$ cat config.mk
export PLATFORM = sky130hd
export DESIGN_NAME = tdm_demux4_flat
export DESIGN_NICKNAME = d
export VERILOG_FILES = /design/src/rtl/tdm_demux4_if.sv /design/src/rtl/tdm_demux4.sv /design/src/flat_wrapper.sv
export SDC_FILE = /design/constraint.sdc
export NUM_CORES = 1
export LEC_CHECK = 0
export CORE_ASPECT_RATIO = 1.1
export CORE_MARGIN = 2
export CORE_UTILIZATION = 53
export CTS_CLUSTER_DIAMETER = 60
export DETAILED_ROUTE_END_ITERATION = 12
export PLACE_DENSITY = 0.77
export SYNTH_ARGS = -nofsm -noshare
export SYNTH_HDL_FRONTEND = slang
export SYNTH_SLANG_ARGS = --single-unit
$ cat constraint.sdc
create_clock -name clk -period 2.7 [get_ports clk]
set_input_delay 0.27 -clock clk [delete_from_list [all_inputs] [get_ports clk]]
set_output_delay 0.27 -clock clk [all_outputs]
set_load 0.01 [all_outputs]
$ cat src/rtl/tdm_demux4_if.sv
// Bundle of the serial input and parallel output signals of the TDM demultiplexer.
// master: the side that drives the serial stream and watches the results.
// slave:  the demultiplexer.
interface tdm_demux4_if #(
  parameter int W = 4
);
  logic           din;
  logic           din_valid;
  logic           frame_sync;
  logic [4*W-1:0] dout;
  logic           frame_valid;
  logic           locked;
  logic           sync_err;

  modport master (
    output din, din_valid, frame_sync,
    input  dout, frame_valid, locked, sync_err
  );

  modport slave (
    input  din, din_valid, frame_sync,
    output dout, frame_valid, locked, sync_err
  );
endinterface

$ cat src/rtl/tdm_demux4.sv
// Receive end of a 4-channel TDM link. Serial bits are shifted MSB-first into
// the shadow word of the active slot. A completed frame is published on dout
// with a one-cycle frame_valid strobe. A HUNT/LOCKED tracker follows frame
// alignment and pulses sync_err whenever frame_sync disagrees with the
// expected frame position.
module tdm_demux4 #(
  parameter int W = 4
) (
  input  logic         clk,
  input  logic         rst_n,
  tdm_demux4_if.slave  bus
);

  localparam int CW = (W > 1) ? $clog2(W) : 1;
  localparam logic [CW-1:0] BIT_LAST   = CW'(W - 1);
  // Position right after a bit has been placed at (0,0).
  localparam logic [1:0]    START_SLOT = (W == 1) ? 2'd1 : 2'd0;
  localparam logic [CW-1:0] START_BIT  = (W == 1) ? '0 : CW'(1);

  typedef enum logic {
    HUNT   = 1'b0,
    LOCKED = 1'b1
  } state_t;

  state_t                 state_q, state_d;
  logic [1:0]             slot_q, slot_d;
  logic [CW-1:0]          bit_cnt_q, bit_cnt_d;
  logic [3:0][W-1:0]      shadow_q, shadow_d;
  logic [3:0][W-1:0]      dout_q, dout_d;
  logic                   frame_valid_q, frame_valid_d;
  logic                   sync_err_q, sync_err_d;

  logic [W-1:0]           shifted;
  logic [1:0]             adv_slot;
  logic [CW-1:0]          adv_bit;
  logic                   at_start;
  logic                   at_end;

  // Alignment tracking, shadow loading and frame publication for one accepted bit.
  always_comb begin
    state_d       = state_q;
    slot_d        = slot_q;
    bit_cnt_d     = bit_cnt_q;
    shadow_d      = shadow_q;
    dout_d        = dout_q;
    frame_valid_d = 1'b0;
    sync_err_d    = 1'b0;

    // Active slot word with the incoming bit appended at the LSB end.
    shifted  = (shadow_q[slot_q] << 1) | W'(bus.din);
    at_start = (slot_q == 2'd0) && (bit_cnt_q == '0);
    at_end   = (slot_q == 2'd3) && (bit_cnt_q == BIT_LAST);

    if (bit_cnt_q == BIT_LAST) begin
      adv_bit  = '0;
      adv_slot = slot_q + 2'd1;
    end else begin
      adv_bit  = bit_cnt_q + CW'(1);
      adv_slot = slot_q;
    end

    if (bus.din_valid) begin
      case (state_q)
        HUNT: begin
          // Only a frame start gets us out of HUNT; everything else is dropped.
          if (bus.frame_sync) begin
            shadow_d    = '0;
            shadow_d[0] = W'(bus.din);
            slot_d      = START_SLOT;
            bit_cnt_d   = START_BIT;
            state_d     = LOCKED;
          end
        end
        LOCKED: begin
          if (at_start) begin
            if (bus.frame_sync) begin
              shadow_d[slot_q] = shifted;
              slot_d           = adv_slot;
              bit_cnt_d        = adv_bit;
            end else begin
              // Expected frame start never arrived: lose lock.
              sync_err_d = 1'b1;
              state_d    = HUNT;
              slot_d     = 2'd0;
              bit_cnt_d  = '0;
            end
          end else if (!bus.frame_sync) begin
            shadow_d[slot_q] = shifted;
            slot_d           = adv_slot;
            bit_cnt_d        = adv_bit;
            if (at_end) begin
              dout_d        = shadow_d;
              frame_valid_d = 1'b1;
            end
          end else begin
            // Frame start arrived early: realign on it and drop the partial frame.
            sync_err_d  = 1'b1;
            shadow_d    = '0;
            shadow_d[0] = W'(bus.din);
            slot_d      = START_SLOT;
            bit_cnt_d   = START_BIT;
          end
        end
        default: state_d = HUNT;
      endcase
    end
  end

  // State, position, shadow and output registers with synchronous reset.
  always_ff @(posedge clk) begin
    if (!rst_n) begin
      state_q       <= HUNT;
      slot_q        <= 2'd0;
      bit_cnt_q     <= '0;
      shadow_q      <= '0;
      dout_q        <= '0;
      frame_valid_q <= 1'b0;
      sync_err_q    <= 1'b0;
    end else begin
      state_q       <= state_d;
      slot_q        <= slot_d;
      bit_cnt_q     <= bit_cnt_d;
      shadow_q      <= shadow_d;
      dout_q        <= dout_d;
      frame_valid_q <= frame_valid_d;
      sync_err_q    <= sync_err_d;
    end
  end

  assign bus.dout        = dout_q;
  assign bus.frame_valid = frame_valid_q;
  assign bus.sync_err    = sync_err_q;
  assign bus.locked      = (state_q == LOCKED);

endmodule

$ cat src/flat_wrapper.sv
// flat-port wrapper written by rule: the top's interface ports become plain ports
module tdm_demux4_flat 
#(
  parameter int W = 4
)
  (clk, rst_n, bus_din, bus_din_valid, bus_frame_sync, bus_dout, bus_frame_valid, bus_locked, bus_sync_err);
  tdm_demux4_if #(.W(W)) bus_i ();
  input  logic clk;
  input  logic rst_n;
  input wire logic [$bits(bus_i.din)-1:0] bus_din;
  input wire logic [$bits(bus_i.din_valid)-1:0] bus_din_valid;
  input wire logic [$bits(bus_i.frame_sync)-1:0] bus_frame_sync;
  output wire logic [$bits(bus_i.dout)-1:0] bus_dout;
  output wire logic [$bits(bus_i.frame_valid)-1:0] bus_frame_valid;
  output wire logic [$bits(bus_i.locked)-1:0] bus_locked;
  output wire logic [$bits(bus_i.sync_err)-1:0] bus_sync_err;
  assign bus_i.din = bus_din;
  assign bus_i.din_valid = bus_din_valid;
  assign bus_i.frame_sync = bus_frame_sync;
  assign bus_dout = bus_i.dout;
  assign bus_frame_valid = bus_i.frame_valid;
  assign bus_locked = bus_i.locked;
  assign bus_sync_err = bus_i.sync_err;
  tdm_demux4 #(.W(W)) u_core (.clk(clk), .rst_n(rst_n), .bus(bus_i));
endmodule
### Word-level counts from Yosys, hierarchy flattened

Cells that the tools add are included.

| storage, ports and cells | value |
|---|---|
| flip-flop bits (word level) | 39 |
| bits in latches | 0 |
| RAM bits | 0 |
| ROM bits | 0 |
| input port bits | 5 |
| output and inout bits | 19 |
| logic and storage cells | 65 |
| memories kept | 0 |

| operators by class | value |
|---|---|
| add/sub/neg operators | 2 |
| $mul | 0 |
| div/mod/pow operators | 0 |
| magnitude comparators | 2 |
| equality and inequality tests | 4 |
| shift-type cells | 0 |
| muxes and demuxes | 28 |
| bitwise gates (word level) | 6 |
| reductions and logical operators | 10 |

Operator list:

| kind | count |
|---|---|
| $mux 16 | 4 |
| $pmux 16 s2 | 1 |
| $mux 2 | 10 |
| $bwmux 16 | 1 |
| $bmux 4 s2 | 1 |
| $demux 4 s2 | 1 |
| $pmux 2 s2 | 2 |
| $reduce_and 3->1 | 2 |
| $mux 1 | 5 |
| $not 1->1 | 5 |
| $reduce_and 5->1 | 1 |
| $reduce_or 5->1 | 1 |
| $add 2x1->2 const B | 2 |
| $eq 2x2->1 const B | 2 |
| $logic_not 2->1 | 2 |
| $mux 4 | 1 |
| $or 4x1->4 | 1 |
| $logic_and 1x1->1 | 3 |
| $lt 2x3->1 const B | 1 |
| $mux 3 | 1 |
| $ne 3x3->1 const B | 1 |
| $ge 2x1->1 const B | 1 |
| $ne 2x2->1 const B | 1 |
| $pmux 1 s2 | 1 |
| $reduce_and 2->1 | 1 |

### Longest topological paths before layout

Gate-level depths: netlist of run 1.

| depth | value |
|---|---|
| depth after elaboration | 8 |
| gate-level depth with buffers | 11 |
| depth with buffers taken out | 9 |

### Worst setup path after synthesis of run 1

No wires, ideal clock.

| path | value |
|---|---|
| path kind | register -> register |
| start point | reg u_core.slot_q[0] |
| end point | reg u_core.dout_q (netlist bit u_core.bus.dout[10]) |
| library setup time | 0.133 ns |
| arrival | 1.894 ns |
| path slack | 0.674 ns |
| cell stages (with the launch flop) | 11 |
| buffers on the path | 2 |
| period minus slack after synthesis | 2.026 ns |
| cells stage by stage | dfxtp_1 -> inv_1 -> ha_1 -> buf_6 -> and2_1 -> inv_1 -> ha_1 -> nand3_1 -> nor2_2 -> clkbuf_1 -> a21oi_1 |

| on the way | value |
|---|---|
| word-level cells in the longest chain between the ends | 5 |

Ends and longest elaborated chain:

| element | line | RTL |
|---|---|---|
| start: declaration | tdm_demux4.sv:26 | `logic [1:0] slot_q, slot_d;` |
| start signal: assignment | tdm_demux4.sv:121 | `slot_q <= slot_d;` |
| $lt 2x3->1 (not written as such) / $ge 2x1->1 (equally long branches) | tdm_demux4.sv:88 | `shadow_d[slot_q] = shifted;` |
| $logic_and 1x1->1 (not written as such) | tdm_demux4.sv:88 |  |
| $mux 4 (not written as such) | tdm_demux4.sv:88 |  |
| $demux 4 s2 | - |  |
| $bwmux 16 | tdm_demux4.sv:88 |  |
| end signal: assignment | tdm_demux4.sv:124 | `dout_q <= dout_d;` |
| end: declaration | tdm_demux4.sv:29 | `logic [3:0][W-1:0] dout_q, dout_d;` |

Several ways; a longest one is shown, not always the timed one. The select of a mux whose other input is x is not followed.
A chain may end at the register's enable or synchronous reset.

### Final worst setup path of run 1

| path | value |
|---|---|
| start point | reg u_core.slot_q[1] |
| end point | reg u_core.dout_q (netlist bit u_core.bus.dout[10]) |

Same word-level chain as after synthesis.

==> impl_metrics.py, run 1 <==
metrics = {
    "placement": {
        "dp_slack_ps": 594.3,
        "gp_congestion": 0.9255,
        "io_buffers": 23,
        "dpl.cell_count": 267,
        "hpwl_um": 2986,
    },
    "timing": {
        "fin_crit_sh_pct": 76.81,
        "hold_viol_final": 0,
        "worst_slack_ps": 626.1,
        "final_max_slew_viol_count": 0,
        "finalSetupTns_ps": 0,
        "final-setup-viol-count": 0,
        "worstMarginPinSlew_ps": 477.4,
        "fin_crit_ps": 2074,
        "fmax_mhz": 482.2,
        "grt_setup_unrepaired": "false",
        "holdWs_ps": 500.3,
        "relSlewSlack_pct": 67.96,
        "final.setup_skew_ps": 11.71,
    },
    "synthesis": {
        "synthArstFlopShare_pct": 0,
        "syn_avg_cell_area_um2": 9.210,
        "yosysTopAreaCell": "dfxtp_1",
        "synth_most_common_cell": "dfxtp_1",
        "syn_area_mm2": 0.001888,
        "synth_top_area_share_pct": 41.35,
        "synth_edf_count": 0,
        "synthesis.instances": 205,
        "synthMuxAreaShare_pct": 13.12,
        "ys_seq_area_share_pct": 41.35,
        "yosysWarningCount": 0,
        "synth_area_leaders": "dfxtp_1 (41%), mux2i_1 (9.5%), ha_1 (6.0%)",
        "synth.distinct_cells": 37,
        "ys_ff_latch": 39,
        "synth_xor_area_share_pct": 1.392,
        "synth-adder-area-share_pct": 5.964,
        "synth_compound_area_share_pct": 21.80,
        "synth_top_family_by_area": "compound AO/OA/AOI/OAI gates",
        "syn_nets": 219,
        "ys.flop_type": "dfxtp_1",
        "synth_commonest_cells": "dfxtp_1 (39), nand2_1 (25), mux2i_1 (18), a21oi_1 (16), o21ai_0 (16)",
        "synthSimpleGateAreaFrac_pct": 10.74,
    },
    "cts": {
        "cts-hold-fix-buffers": 0,
        "cts.sinks": 39,
        "clk_path_buf_depth": 2,
        "cts.clk_slew.worst_paths_ps": 120,
        "htree_levels": 2,
        "clock_latency_ps": 360,
        "post_cts_buffers": 0,
        "cts_root_buf": "clkbuf_4",
        "cts-resized-gates": 0,
        "cts_tree": "yes",
        "cts_buffers": 5,
    },
    "run_status": {
        "status": "completed",
    },
    "power_and_ir_drop": {
        "pwr_density_cell_mw_per_mm2": 438.6,
        "finalPower_mw": 0.9637,
        "p_leak_nw": 0.8382,
        "ir_drop_uv": 399.9,
    },
    "route": {
        "postRouteAntennaNets": 0,
        "first_iter_violations": 71,
        "dr_total_vias": 1573,
        "wire_per_inst_um": 15.02,
        "drt-total-wl_um": 4130,
        "drt_first_pass_iters": 4,
        "viasPerCell": 5.720,
        "drc": 0,
    },
    "floorplanning": {
        "fp.dieH_um": 66.60,
        "die_area_mm2": 0.004057,
        "core-area_mm2": 0.003386,
        "ios": 24,
        "rows": 22,
        "start_util_pct": 55.76,
        "dieWidth_um": 60.91,
    },
    "critical_path": {
        "required_ps": 2950,
        "start_kind": "flip-flop",
        "worst-path-buf-inv": 3,
        "cp.arrival_ps": 2320,
        "slowest_stage": "ha_1",
        "crit_family": "adder cells",
        "critical-path-max-stage-delay_ps": 460,
        "critical_path.max_fanout": 32,
        "worstSetupPathType": "flip-flop to flip-flop",
        "crit_path_cell_trace": "inv_1 -> ha_1 -> and2_1 -> inv_1 -> ha_1 -> nand3_1 -> nor2_2 -> buf_4 -> o21ai_0 -> a21oi_1",
        "end_kind": "flip-flop",
    },
    "final_layout": {
        "nNetsFinal": 240,
        "area_growth_pct": 16.37,
        "fin_cells": 275,
        "drive_above_1_share_pct": 7.930,
        "antennaDiodeCount": 0,
        "fill_cells": 288,
    },
    "hold_path": {
        "hold_path_class": "flip-flop to flip-flop",
    },
    "global_route": {
        "grt_usage_pct": 22.45,
        "use_met2_pct": 35.89,
        "grt_pass1_vias": 1504,
        "met3_usage_pct": 5.825,
        "grt.busiest_layer": "met2",
        "grt_max_degree": 34,
        "grt_pass1_wl_um": 6796,
        "antenna_found_initial": 0,
        "grt_util_met1_pct": 28.54,
        "overflow": 0,
    },
    "flow_run": {
        "cap_violations": 0,
    },
}
worst reg2reg max path: cells and delay by family (launching register included):
family,cells,cell delay [ps]
AOI/OAI and AO/OA,2,270
adders and majority gates,2,630
buffers and inverters,3,380
DFF,1,330
and+or+nand+nor,3,360
path summary, 6_finish.rpt:
check	cells after the start	endpoint	slack, ps	from
setup / recovery	10	u_core.bus.dout[10]	630	u_core.slot_q[1]
setup reg to reg	10	u_core.bus.dout[10]	630	u_core.slot_q[1]
hold reg to reg	2	u_core.shadow_q[10]	500	u_core.shadow_q[10]
hold / removal	2	u_core.shadow_q[10]	500	u_core.shadow_q[10]
cell families after synthesis:
family	Yosys count
buffers and inverters	24
AOI/OAI and AO/OA	64
DFF	39
muxes	21
and+or+nand+nor	45
xor gates and xnor gates	3
adders and majority gates	9
area by class of cell:
class	count	area [µm²]	share of cell area (%)
inverter	11	41.29	1.879
tap	48	60.06	2.733
clock inverter	2	12.51	0.5695
sequential	39	780.7	35.54
clock buffer	6	41.29	1.879
timing repair buffer	27	260.3	11.85
multi-input combinational	142	1001	45.56
through the flow:
| step | cell area, µm² | util (%) |
|---|---|---|
| after floorplan | 1888 | - |
| after global placement | 2143 | 63.30 |
| after detailed placement | 2143 | 63.30 |
| after CTS | 2197 | 64.89 |
| after global routing | 2197 | 64.89 |
| final | 2197 | 64.89 |
state kept, by name (all words and copies together), names as in the netlist:
signal                  count
u_core.shadow_q            16
u_core.bus.frame_valid      1
u_core.bus.sync_err         1
u_core.slot_q               2
u_core.bus.dout            16
u_core.bus.locked           1
u_core.bit_cnt_q            2
layer usage:
| metal | vias to the layer above | routed length (µm) |
|---|---|---|
| li1 | 771 | - |
| met1 | 737 | 1801 |
| met2 | 52 | 2010 |
| met3 | 13 | 218 |
| met4 | 0 | 99 |
| met5 | - | 0 |
power by group:
group / internal [mW] / switching, mW / leakage (nW)
Clock: 0.101 / 0.203 / 0.0282
Sequential: 0.579 / 0.00542 / 0.315
Combinational: 0.0316 / 0.0444 / 0.495
placed cells by master (no fill, tap or decap), types with 2 or more instances in the layout:
cell             synthesis  final
o211ai_1                 3      3
nand2_1                 25     25
clkbuf_4                 0      5
mux4_2                   3      3
nand2b_1                 2      2
xnor2_1                  3      3
buf_4                    1      4
o21ai_0                 16     16
nor2b_1                  2      2
clkdlybuf4s50_1          0     23
nand3_1                  5      5
a2bb2oi_1                2      2
nor2_1                   4      4
inv_1                   11     11
a22o_1                   3      3
o22ai_1                 10     10
a21oi_1                 16     16
and2_1                   2      2
mux2i_1                 18     18
o21ai_1                  2      2
o211a_1                  4      4
ha_1                     9      9
dfxtp_1                 39     39
nor3_1                   2      2
(Power assumes the default switching activity.)
==> run 2, diff against run 1 <==
- CORE_UTILIZATION: 53 -> 49
- PLACE_DENSITY: 0.77 -> 0.75
- clock period: 2.7 -> 1.83 ns (I/O delays scaled with it)
==> run 2 against run 1 <==
  * Power is 73% higher
  * Clock-buffer cell count is the same
  * Final area rose by 8.8%
  * Critical path depth unchanged
  * Clock skew shrank 7.5 ps
  * Non-clock buffer count rose by 9
  * Largest power group unchanged
  * Highest routed layer unchanged
==> impl_metrics.py, run 2 (synthesized netlist as in run 1, its figures left out) <==
metrics = {
    "route": {
        "dr_total_vias": 1590,
        "drt-total-wl_um": 4544,
        "first_iter_violations": 94,
        "viasPerCell": 5.559,
        "drc": 0,
        "postRouteAntennaNets": 0,
        "drt_first_pass_iters": 4,
        "wire_per_inst_um": 15.89,
    },
    "global_route": {
        "grt_pass1_vias": 1464,
        "grt_usage_pct": 20.45,
        "grt_pass1_wl_um": 7051,
        "grt_max_degree": 33,
        "overflow": 0,
        "antenna_found_initial": 0,
    },
    "critical_path": {
        "critical_path.max_fanout": 8,
        "end_kind": "flip-flop",
        "reg2regPathDepth": 10,
        "reg2reg_slack_ps": 30,
        "start_kind": "flip-flop",
        "r2r_end": "u_core.bus.dout[6]",
        "worstSetupPathType": "flip-flop to flip-flop",
        "cp.arrival_ps": 2030,
        "reg2reg_from": "u_core.slot_q[0]",
        "required_ps": 2060,
    },
    "final_layout": {
        "nNetsFinal": 249,
        "drive_above_1_share_pct": 15.25,
        "fin_cells": 286,
        "final_common_cell": "dfxtp_1",
        "layout_common_cells": "dfxtp_1 (35), nand2_1 (25), clkdlybuf4s50_1 (23)",
        "fin_area_mm2": 0.002391,
        "antennaDiodeCount": 0,
        "final_core_util_pct": 64.91,
        "area_growth_pct": 26.64,
    },
    "floorplanning": {
        "ios": 24,
        "rows": 23,
        "start_util_pct": 51.26,
        "fp.dieH_um": 69.11,
        "dieWidth_um": 63.19,
        "core-area_mm2": 0.003684,
        "die_area_mm2": 0.004366,
    },
    "timing": {
        "worstMarginPinSlew_ps": 337.3,
        "final-setup-viol-count": 0,
        "fin_crit_sh_pct": 98.46,
        "fmax_mhz": 555.0,
        "relSlewSlack_pct": 77.27,
        "final_max_slew_viol_count": 0,
        "finalSetupTns_ps": 0,
        "final.setup_skew_ps": 4.202,
        "fin_crit_ps": 1802,
        "hold_viol_final": 0,
    },
    "cts": {
        "cts_buffers": 5,
        "cts.sinks": 39,
        "cts_root_buf": "clkbuf_8",
        "cts.clk_slew.worst_paths_ps": 80,
        "htree_levels": 2,
        "post_cts_buffers": 0,
        "cts_tree": "yes",
        "clock_latency_ps": 300,
        "clk_path_buf_depth": 2,
    },
    "placement": {
        "gp_congestion": 0.8955,
        "dpl.cell_count": 276,
        "io_buffers": 23,
        "hpwl_um": 2961,
        "placed_cell_area_mm2": 0.002216,
    },
    "power_and_ir_drop": {
        "ir_drop_uv": 703.7,
        "finalPower_mw": 1.667,
        "p_leak_nw": 0.9250,
        "pwr_density_cell_mw_per_mm2": 697.4,
    },
    "hold_path": {
        "whs_path_depth": 2,
        "worstHoldStart": "u_core.shadow_q[11]",
        "hold_path_end": "u_core.shadow_q[11]",
        "hold_path_class": "flip-flop to flip-flop",
    },
    "run_status": {
        "status": "completed",
    },
    "flow_run": {
        "cap_violations": 0,
    },
}
[run 2: cell types whose count changed in the layout (fill, tap and decap cells not counted), moves of 3 or more]
cell and change:
dfxtp_1 -4, clkbuf_4 -5, clkbuf_16 +3, buf_4 +6
clkbuf_8 +5, dfxtp_2 +3
[run 2: stage by stage]
stage / hold slack [ps] / setup WS [ps]
3_5_place_dp: 467.5 / 71.28
5_1_grt: 496.0 / -45.38
6_report: 473.4 / 28.26
2_1_floorplan: 349.2 / 23.77
3_3_place_gp: 461.3 / 152.1
4_1_cts: 481.0 / 57.35
[run 2: worst max-delay path, stage by stage, from the launching register on]
cell       delay (ps)
dfxtp_4           340
inv_1              70
ha_1              220
and2_4            150
inv_2              50
ha_1              170
nand3_2           100
nor2_4            240
clkbuf_16         200
o21ai_0            80
a21oi_1           120
[run 2: metal layers]
layer  track usage [%]  up-vias  part of all wire (%)
met4             5.797        0                   1.5
met3             6.362        7                   5.1
met2             32.62       44                    48
li1                  -      785                     -
met5                 0        -                     0
met1             26.71      754                    45
[run 2: power by group]
group | switching, mW | internal, mW
logic | 0.0716 | 0.0598
clock network | 0.326 | 0.351
registers | 0.00664 | 0.852
[run 2: layout make-up]
class | count | area (µm²)
flip-flops and latches | 39 | 788.3
well taps | 50 | 62.56
inverters | 11 | 41.29
repair buffers | 36 | 375.4
multi-input cells | 142 | 1016
fillers | 332 | 1292
clock inverters | 2 | 13.76
clock buffers | 6 | 93.84
[run 2: worst max path at each step]
stage / startpoint / to / slack [ps] / cells after the start
floorplan: u_core.slot_q[0] / u_core.bus.dout[8] / 20 / 11
global placement: u_core.bit_cnt_q[0] / u_core.bus.dout[9] / 150 / 10
detailed placement: u_core.bit_cnt_q[0] / u_core.bus.dout[11] / 70 / 10
CTS: u_core.bit_cnt_q[0] / u_core.bus.dout[11] / 60 / 10
global route: u_core.slot_q[0] / u_core.bus.dout[6] / -50 / 10
finish: u_core.slot_q[0] / u_core.bus.dout[6] / 30 / 10
[run 2: what timing repair did]
item / 4_1_cts / 5_1_grt
setup endpoints to repair: 0 / 16
hold buffers: 0 / 0
gates resized for setup: 0 / 7
==> run 3, diff against run 2 <==
- CORE_MARGIN: 2 -> unset
==> run 3 against run 2 <==
  * Critical endpoint is now u_core.bus.dout[8]
  * Via count rose by 0.75%
  * Critical path depth did not move
  * Sequential cell count did not move
  * Cell count fell by 0.70%
  * Clock-buffer cell count did not move
  * Power fell by 6.4%
  * Largest power group unchanged
  * Hold slack barely moved
  * Fmax rose by 2.3%
==> impl_metrics.py, run 3 (synthesized netlist as in run 1, its figures left out) <==
metrics = {
    "run_status": {
        "status": "completed",
    },
    "critical_path": {
        "crit_path_cell_trace": "inv_1 -> ha_2 -> and2_4 -> inv_2 -> ha_2 -> nand3_2 -> nor2_4 -> clkbuf_16 -> nand2_1 -> o211a_1",
        "start_kind": "flip-flop",
        "end_kind": "flip-flop",
        "cpMostUsedCell": "ha_2",
        "critical_path.max_fanout": 8,
        "slowest_stage": "dfxtp_4",
        "cp.arrival_ps": 1960,
        "worstSetupPathType": "flip-flop to flip-flop",
        "reg2regPathDepth": 10,
        "required_ps": 2020,
        "critical-path-max-stage-delay_ps": 350,
    },
    "timing": {
        "final-setup-viol-count": 0,
        "final.setup_skew_ps": 10.09,
        "fin_crit_sh_pct": 96.22,
        "final_max_slew_viol_count": 0,
        "hold_viol_final": 0,
        "worstMarginPinSlew_ps": 421.7,
        "relSlewSlack_pct": 71.85,
        "fin_crit_ps": 1761,
        "fmax_mhz": 567.9,
    },
    "floorplanning": {
        "dieWidth_um": 61.19,
        "start_util_pct": 51.66,
        "ios": 24,
        "core-area_mm2": 0.003655,
        "fp.dieH_um": 67.11,
        "rows": 23,
        "die_area_mm2": 0.004106,
    },
    "placement": {
        "placed_cell_area_mm2": 0.002201,
        "dpl.cell_count": 274,
        "gp_congestion": 0.8454,
        "io_buffers": 23,
        "hpwl_um": 2876,
    },
    "route": {
        "top_layer": "met4",
        "dr_wl_met2_um": 2095,
        "met3_length_um": 234,
        "viasPerCell": 5.641,
        "first_iter_violations": 99,
        "drt_first_pass_iters": 4,
        "drt-total-wl_um": 4416,
        "drt-met1-wl_um": 1986,
        "drc": 0,
        "postRouteAntennaNets": 0,
        "dr_total_vias": 1602,
        "wire_per_inst_um": 15.55,
    },
    "cts": {
        "cts_tree": "yes",
        "clk_path_buf_depth": 2,
        "cts-resized-gates": 0,
        "cts_buffers": 5,
        "cts_root_buf": "clkbuf_8",
        "cts.sinks": 39,
        "post_cts_buffers": 0,
        "clock_latency_ps": 300,
        "cts-hold-fix-buffers": 0,
        "cts.clk_slew.worst_paths_ps": 80,
        "htree_levels": 2,
    },
    "global_route": {
        "grt_usage_pct": 21.94,
        "grt_max_degree": 33,
        "antenna_found_initial": 0,
        "grt_pass1_wl_um": 6568,
        "grt_pass1_vias": 1419,
        "overflow": 0,
    },
    "final_layout": {
        "multiInputGateArea_mm2": 0.001025,
        "nNetsFinal": 247,
        "antennaDiodeCount": 0,
        "fin_cells": 284,
        "final_common_cell": "dfxtp_1",
        "fill_cells": 314,
        "fin_area_mm2": 0.002361,
        "area_growth_pct": 25.05,
        "regArea_um2": 787.0,
        "layout_common_cells": "dfxtp_1 (36), nand2_1 (25), clkdlybuf4s50_1 (23)",
        "drive_above_1_share_pct": 14.96,
    },
    "power_and_ir_drop": {
        "p_leak_nw": 0.8976,
        "pwr_density_cell_mw_per_mm2": 661.1,
        "ir_drop_uv": 375.2,
    },
    "hold_path": {
        "hold_path_class": "flip-flop to flip-flop",
        "whs_path_depth": 2,
    },
    "flow_run": {
        "cap_violations": 0,
    },
}
## run 3: cell count changes in the layout (fill, tap and decap cells not counted)
cell,delta
dfxtp_1,+1
ha_2,+2
dfxtp_2,-1
buf_4,-2
o21ai_2,+1
ha_1,-2
clkbuf_1,+1
clkinv_4,-1
clkbuf_16,-1
clkinvlp_4,+1
o21ai_1,-1
## run 3: final timing paths
kind,startpoint,to,slack [ps]
max,u_core.slot_q[0],u_core.bus.dout[8],70
max reg2reg,u_core.slot_q[0],u_core.bus.dout[8],70
min,u_core.shadow_q[11],u_core.shadow_q[11],470
min reg2reg,u_core.shadow_q[11],u_core.shadow_q[11],470
## run 3: worst max-delay path, delay by kind of cell, from the launching register on
family                     cells  cell delay [ps]
and+or+nand+nor                4              520
AOI/OAI and AO/OA              1              130
DFF                            1              350
buffers and inverters          3              320
adders and majority gates      2              360
## run 3: power breakdown
part           switching [mW]  internal (mW)  total [mW]  leakage [nW]
clock network           0.308          0.266       0.574        0.0412
registers             0.00822          0.852       0.861         0.316
logic                  0.0695         0.0564       0.126         0.540
total                   0.386           1.18        1.56         0.898
## run 3: routing by layer
| metal | vias to the layer above | GRT usage (%) |
|---|---|---|
| met5 | - | 0 |
| met1 | 757 | 28.28 |
| met4 | 0 | 8.523 |
| li1 | 781 | - |
| met3 | 13 | 5.243 |
| met2 | 51 | 34.92 |
## run 3: final cells by class
cell class	instances	area share, %
inverters	11	1.749
multi-input cells	142	43.40
clock buffers	6	3.074
well taps	50	2.650
clock inverters	2	0.5299
repair buffers	34	15.26
flip-flops and latches	39	33.33
## run 3: stage by stage
stage	setup TNS, ps	setup slack (ps)	util, %	power, mW	hold slack [ps]
after floorplan	0	23.77	-	0.9576	349.2
after global placement	0	150.3	60.22	0.9968	460.7
after detailed placement	0	97.94	60.22	0.9985	466.5
after CTS	0	89.89	62.55	1.561	476.3
after global routing	-240.3	-60.32	64.60	1.622	506.3
final	0	69.20	64.60	1.561	473.3
